[src/rtl/condicionador_botoes.sv]
// rtl/condicionador_botoes.sv - button synchronizer, debouncer and single-cycle press pulse generator
// Optional CONDICIONADOR_SERIALIZE_EN: issue at most one pulse bit per cycle, lowest index first.
module condicionador_botoes #(
   parameter int N               = 8,
   parameter int DEBOUNCE_CYCLES = 500000,
   parameter bit ACTIVE_LOW      = 1'b1
) (
   input  logic         clk,
   input  logic         rst,
   input  logic [N-1:0] btn_raw,
   input  logic         enable,
   output logic [N-1:0] pulsos,
   output logic [N-1:0] estado
);

   localparam int CW = $clog2(DEBOUNCE_CYCLES + 1);
   localparam logic [CW-1:0] CNT_LAST = CW'(DEBOUNCE_CYCLES - 1);

   logic [N-1:0]  pressed_raw;
   logic [N-1:0]  sync1_q, sync2_q;
   logic [CW-1:0] cnt_q [N];
   logic [CW-1:0] cnt_d [N];
   logic [N-1:0]  estado_q, estado_d;
   logic [N-1:0]  estado_prev_q;
   logic [N-1:0]  rise;
   logic [N-1:0]  pulsos_q, pulsos_d;

   assign pressed_raw = btn_raw ^ {N{ACTIVE_LOW}};
   assign rise        = estado_q & ~estado_prev_q;

   // The counter only runs while the synchronized level disagrees with the
   // accepted level; reaching the last count accepts the new level.
   always_comb begin
      estado_d = estado_q;
      for (int i = 0; i < N; i++) begin
         cnt_d[i] = '0;
         if (sync2_q[i] != estado_q[i]) begin
            if (cnt_q[i] == CNT_LAST) begin
               estado_d[i] = sync2_q[i];
            end else begin
               cnt_d[i] = cnt_q[i] + CW'(1);
            end
         end
      end
   end

`ifdef CONDICIONADOR_SERIALIZE_EN
   logic [N-1:0] pendente_q, pendente_d;
   logic [N-1:0] pend_all, grant;

   // Lowest set bit of the pending set: x & -x.
   always_comb begin
      pend_all = pendente_q | rise;
      grant    = pend_all & (~pend_all + N'(1));
      if (enable) begin
         pulsos_d   = grant;
         pendente_d = pend_all & ~grant;
      end else begin
         pulsos_d   = '0;
         pendente_d = '0;
      end
   end

   always_ff @(posedge clk or posedge rst) begin
      if (rst) pendente_q <= '0;
      else     pendente_q <= pendente_d;
   end
`else
   always_comb begin
      pulsos_d = rise & {N{enable}};
   end
`endif

   always_ff @(posedge clk or posedge rst) begin
      if (rst) begin
         sync1_q       <= '0;
         sync2_q       <= '0;
         estado_q      <= '0;
         estado_prev_q <= '0;
         pulsos_q      <= '0;
         for (int i = 0; i < N; i++) cnt_q[i] <= '0;
      end else begin
         sync1_q       <= pressed_raw;
         sync2_q       <= sync1_q;
         estado_q      <= estado_d;
         estado_prev_q <= estado_q;
         pulsos_q      <= pulsos_d;
         for (int i = 0; i < N; i++) cnt_q[i] <= cnt_d[i];
      end
   end

   assign pulsos = pulsos_q;
   assign estado = estado_q;

endmodule

[config.mk]
export PLATFORM = sky130hd
export DESIGN_NAME = condicionador_botoes
export DESIGN_NICKNAME = d
export VERILOG_FILES = /design/src/rtl/condicionador_botoes.sv
export SDC_FILE = /design/constraint.sdc
export NUM_CORES = 1
export LEC_CHECK = 0
export CORE_ASPECT_RATIO = 1.75
export CORE_MARGIN = 1
export CORE_UTILIZATION = 60
export DETAILED_ROUTE_END_ITERATION = 16
export GPL_ROUTABILITY_DRIVEN = 0
export PLACE_DENSITY = 0.78
export REMOVE_ABC_BUFFERS = 1
export SLEW_MARGIN = 20
export SYNTH_ARGS = -nofsm -noshare
export SYNTH_HDL_FRONTEND = slang
export SYNTH_SLANG_ARGS = --single-unit
[constraint.sdc]
create_clock -name clk -period 8 [get_ports clk]
set_input_delay 0.8 -clock clk [delete_from_list [all_inputs] [get_ports clk]]
set_output_delay 0.8 -clock clk [all_outputs]
set_load 0.01 [all_outputs]
==> results.toml, run 1 <==
[clocking]
cts.htree.levels = 4
ctsLongestPathBuffers = 2
cts_sinks = 192
cts_tree = "yes"
path_clk_slew_ns = 0.07
cts_root_buf = "clkbuf_16"
post_cts_resized = 0
clkLatencyLatePin_ns = 0.42
ctsHoldBuffers = 0
numCtsBuffers = 17
postCtsSetupRepairBufs = 0

[global_routing]
grt_pass1_wl_um = 28700
grt_pass1_vias = 6488
gr-total-overflow = 0
grt_usage = 0.236
antenna_found_initial = 0
grt_max_degree = 99

[yosys]
synth_warnings = 0
syn_area_um2 = 8860
synth_top_cell_by_area = "dfrtp_1"
avgSynthCellArea_um2 = 10.2
synth_ff_type = "dfrtp_1"
synthArstFlopShare = 1.00
synth-edff-count = 0
synth.top_cell.area_share = 0.542
synth_cell_type_count = 47
synth_seq_area_share = 0.542
synth_top_cells_by_area = "dfrtp_1 (54%), xnor2_1 (7.7%), nor2_1 (5.8%), xor2_1 (2.9%), nand3_1 (2.7%)"
ys_ff_latch = 192
netlist_instances = 865

[drt]
first_pass_iters = 4
wl_per_cell_um = 15.2
drt_iter0_markers = 363
ant_nets = 0
finalWirelength_um = 16600
vias = 6345
avgViaCountPerCell = 5.82
drc = 0

[cells_and_area]
drive_above_1_share = 0.0824
nNetsFinal = 916
num-fill-cells = 1045
final-seq-area_um2 = 4800
design_area_um2 = 9920
multiInputGateArea_um2 = 3830
area_growth_pct = 12.0
layout.cells.non_filler = 1090
n_antenna_cell = 0

[floorplanning]
core-area_um2 = 14400
fp.dieW_um = 93.9
die_h_um = 163
io_pins = 27
start_util = 0.617
die-area_um2 = 15300
rows = 58

[critical_path]
arrival_ns = 2.72
worstPathMaxFanout = 98
end_kind = "asynchronous set/reset pin"
required_ns = 8.44
worstSetupPathType = "in -> async"
start_kind = "primary input"

[sta]
setup_viol = 0
slew_violations = 0
finalHoldViolations = 0
setup_tns_ns = 0
layout_min_cycle_time_ns = 2.28
tightestPinTransition_ns = 0.853
rsz0062_at_grt = "false"
maxSlewHeadroom = 0.432
max_freq_mhz = 438
post-route-period-util = 0.286
finalClockSkew_ns = 0.0113

[power_and_ir_drop]
p_total_mw = 1.94
power_density_nw_per_um2 = 196
p_leak_nw = 3.99
ir_drop_uv = 137

[min_path]
hold_class = "reg -> reg"

[status]
outcome = "finished, final reports clean"

[placed_design]
place_area_um2 = 9280
placedCellCount = 1058
portBuffers = 26
hpwl_um = 11100

[flow_run]
drv_cap = 0
[area by class of cell]
cell class,instances,share of cell area
clock buffers,19,0.0456
clock inverters,13,0.0179
inverters,42,0.0164
multi-input cells,617,0.386
flip-flops and latches,192,0.484
well taps,180,0.0227
repair buffers,27,0.0274
[final timing paths]
path	from	to	slack, ns	cells past startpoint
max	rst	cnt_q[60]	5.72	3
min	sync1_q[3]	sync2_q[3]	0.35	0
max reg2reg	cnt_q[114]	cnt_q[130]	5.76	5
min reg2reg	sync1_q[3]	sync2_q[3]	0.35	0
max in group clk	estado[7]	estado[7]	5.73	1
min in group asynchronous	rst	cnt_q[71]	0.94	2
[flip-flops by register name (all words and copies together), names as in the netlist]
name / cells
estado: 8
sync1_q: 8
pulsos: 8
estado_prev_q: 8
sync2_q: 8
cnt_q: 152
[critical path, cell delays in order]
cell             delay [ns]
clkdlybuf4s50_1        0.46
inv_6                  0.62
buf_6                  0.71
[through the flow]
| stage | utilization | hold slack [ns] | worst slack (ns) |
|---|---|---|---|
| 6_report | 0.691 | 0.353 | 5.72 |
| 5_1_grt | 0.691 | 0.358 | 5.40 |
| 3_3_place_gp | 0.646 | 0.335 | 4.89 |
| 4_1_cts | 0.689 | 0.355 | 5.29 |
| 3_5_place_dp | 0.646 | 0.338 | 4.82 |
| 2_1_floorplan | - | 0.331 | 1.97 |
[cell usage in the layout, fill, tap and decap left out, types with 8 or more instances in the layout]
master and instances:
nand2_1 51, nor2_1 137, o21ai_0 22, nor3_1 22, or3_1 27, nor4_1 23, nand4_1 28, a21oi_1 37
inv_1 41, ha_1 8, xor2_1 29, o31ai_1 11, clkbuf_16 17, dfrtp_1 192, nand3_1 48, clkdlybuf4s50_1 26
mux2_2 8, or4_1 21, xnor2_1 78, and2_1 8
[synth_stat cells (11+ instances only)]
master and instances:
xnor2_1 78, nand3_1 48, nor3_1 22, nor4_1 23, nand4_1 28, nand2_1 51
inv_1 42, o21ai_0 22, nor2_1 137, dfrtp_1 192, or3_1 27, xor2_1 29
or4_1 21, o31ai_1 11, a21oi_1 37
[cells by family (layout without fill, tap and decap cells)]
logic type,after synthesis,count (layout),synth area share
simple gates,412,412,0.246
mux,8,8,0.0102
compound gates,82,82,0.0579
buf+inv,56,101,0.0271
flops,192,192,0.542
fa+ha+maj,8,8,0.0113
xor+xnor,107,107,0.106
[per-layer routing]
layer / part of all wire / up-vias / global-route usage
met5: 0 / - / 0
met4: 0.026 / 0 / 0.108
met3: 0.021 / 39 / 0.0355
met2: 0.54 / 105 / 0.426
met1: 0.41 / 3113 / 0.270
li1: - / 3088 / -
[power by group]
group	internal, mW	switching (mW)
Combinational	0.0173	0.0439
Clock	0.517	0.367
Sequential	0.984	0.0131
No activity file was read; power rests on OpenSTA's default activity.
==> run 2: changes to the inputs <==
--- a/config.mk
+++ b/config.mk
@@ -7,10 +7,10 @@
 export LEC_CHECK = 0
 export CORE_ASPECT_RATIO = 1.75
 export CORE_MARGIN = 1
-export CORE_UTILIZATION = 60
+export CORE_UTILIZATION = 55
 export DETAILED_ROUTE_END_ITERATION = 16
 export GPL_ROUTABILITY_DRIVEN = 0
-export PLACE_DENSITY = 0.78
+export PLACE_DENSITY = 0.75
 export REMOVE_ABC_BUFFERS = 1
 export SLEW_MARGIN = 20
 export SYNTH_ARGS = -nofsm -noshare
==> constraint.sdc (replaced) <==
create_clock -name clk -period 2.1 [get_ports clk]
set_input_delay 0.21 -clock clk [delete_from_list [all_inputs] [get_ports clk]]
set_output_delay 0.21 -clock clk [all_outputs]
set_load 0.01 [all_outputs]
==> results.toml, run 2 (same netlist as run 1, synthesis figures left out) <==
[min_path]
hold_class = "in -> async"

[sta]
finalHoldViolations = 0
finalClockSkew_ns = 0.0143
max_freq_mhz = 493
maxSlewHeadroom = 0.545
setup_viol = 0
slew_violations = 0
post-route-period-util = 0.967
rsz0062_at_grt = "false"
setup_tns_ns = 0
whs_ns = 0.224
tightestPinTransition_ns = 0.676
layout_min_cycle_time_ns = 2.03

[power_and_ir_drop]
power_density_nw_per_um2 = 698
p_leak_nw = 4.27
ir_drop_uv = 493

[cells_and_area]
final_common_cell = "dfrtp_1"
design_area_um2 = 10400
layout_common_cells = "dfrtp_1 (192), nor2_1 (137), xnor2_1 (78)"
fin_util = 0.657
n_antenna_cell = 0
drive_above_1_share = 0.135
nNetsFinal = 974
area_growth_pct = 17.1
layout.cells.non_filler = 1156
largest-register = "cnt_q"
largest_reg_flops = 152

[clocking]
path_clk_slew_ns = 0.07
clkLatencyLatePin_ns = 0.43
ctsHoldBuffers = 0
cts_tree = "yes"
cts_root_buf = "clkbuf_16"
numCtsBuffers = 17
cts.htree.levels = 4
cts_sinks = 192
ctsLongestPathBuffers = 2

[global_routing]
gr-total-overflow = 0
use_met2 = 0.420
grt_use_met1 = 0.256
grt_max_degree = 62
grt_usage = 0.225
antenna_found_initial = 0
busiest_layer = "met2"
grt_pass1_vias = 6616
use_met3 = 0.0361
grt_pass1_wl_um = 30100

[drt]
drt_iter0_markers = 286
wl_per_cell_um = 14.8
first_pass_iters = 10
avgViaCountPerCell = 5.68
vias = 6571
drc = 2
ant_nets = 0
finalWirelength_um = 17100

[critical_path]
arrival_ns = 2.34
end_kind = "flop"
worstPathMaxFanout = 5
required_ns = 2.41
start_kind = "flop"
worstSetupPathType = "reg -> reg"

[floorplanning]
die_h_um = 170
core-area_um2 = 15800
die-area_um2 = 16600
rows = 61
io_pins = 27
start_util = 0.561
fp.dieW_um = 98.0

[placed_design]
place_area_um2 = 9790
hpwl_um = 12200
portBuffers = 26
placedCellCount = 1124

[status]
outcome = "complete, but fails checks"
violations = "DRC"

[flow_run]
drv_cap = 0
-- run 2: final timing paths --
check,startpoint,slack [ns],endpoint,depth (start not counted)
worst max-delay path,cnt_q[66],0.07,estado[4],4
worst min-delay path,rst,0.22,sync1_q[6],2
worst max register to register,cnt_q[66],0.07,estado[4],4
worst min register to register,sync1_q[7],0.35,sync2_q[7],0
max in group asynchronous,rst,1.34,cnt_q[43],3
min in group clk,btn_raw[1],0.25,sync1_q[1],2
-- run 2: layer usage --
| layer | share of wire | routed length (um) | up-vias |
|---|---|---|---|
| li1 | - | - | 3188 |
| met1 | 0.41 | 7050 | 3255 |
| met2 | 0.55 | 9330 | 92 |
| met3 | 0.019 | 332 | 36 |
| met4 | 0.022 | 383 | 0 |
| met5 | 0 | 0 | - |
-- run 2: stage by stage --
stage | power, mW | setup WS (ns)
after floorplan | 4.02 | -3.34
after global placement | 4.15 | 0.0865
after detailed placement | 4.16 | 0.0607
after CTS | 7.32 | 0.0461
after global routing | 7.50 | 0.00441
final | 7.25 | 0.0703
-- run 2: cell type report --
type / instances / area [um^2]
clock buffers: 19 / 443
clock inverters: 12 / 131
fillers: 1241 / 5420
inverters: 42 / 165
multi-input cells: 617 / 3820
flip-flops and latches: 192 / 4800
well taps: 189 / 236
repair buffers: 85 / 778
-- run 2: what timing repair did --
action	in CTS	in global routing
setup endpoints to repair	0	2
buffers inserted	0	1
endpoints found under the hold margin	0	0
gates resized for setup	0	1
-- run 2: worst max-delay path, stage by stage (launching register included) --
cell	delay, ns
dfrtp_1	0.43
or4_1	0.48
or4_4	0.55
nor2_1	0.12
mux2_2	0.34
-- run 2: power breakdown --
group / total, mW / switching (mW) / internal (mW) / leakage (nW)
sequential: 3.80 / 0.0484 / 3.75 / 2.63
clock: 3.16 / 1.38 / 1.79 / 0.284
combinational: 0.284 / 0.180 / 0.104 / 1.36
==> run 3: changes to the inputs <==
--- a/config.mk
+++ b/config.mk
@@ -8,8 +8,9 @@
 export CORE_ASPECT_RATIO = 1.75
 export CORE_MARGIN = 1
 export CORE_UTILIZATION = 55
+export CTS_CLUSTER_SIZE = 16
 export DETAILED_ROUTE_END_ITERATION = 16
-export GPL_ROUTABILITY_DRIVEN = 0
+export GPL_ROUTABILITY_DRIVEN = 1
 export PLACE_DENSITY = 0.75
 export REMOVE_ABC_BUFFERS = 1
 export SLEW_MARGIN = 20
==> results of run 3 <==
The final DEF is identical to that of run 2; final timing and power are the same.
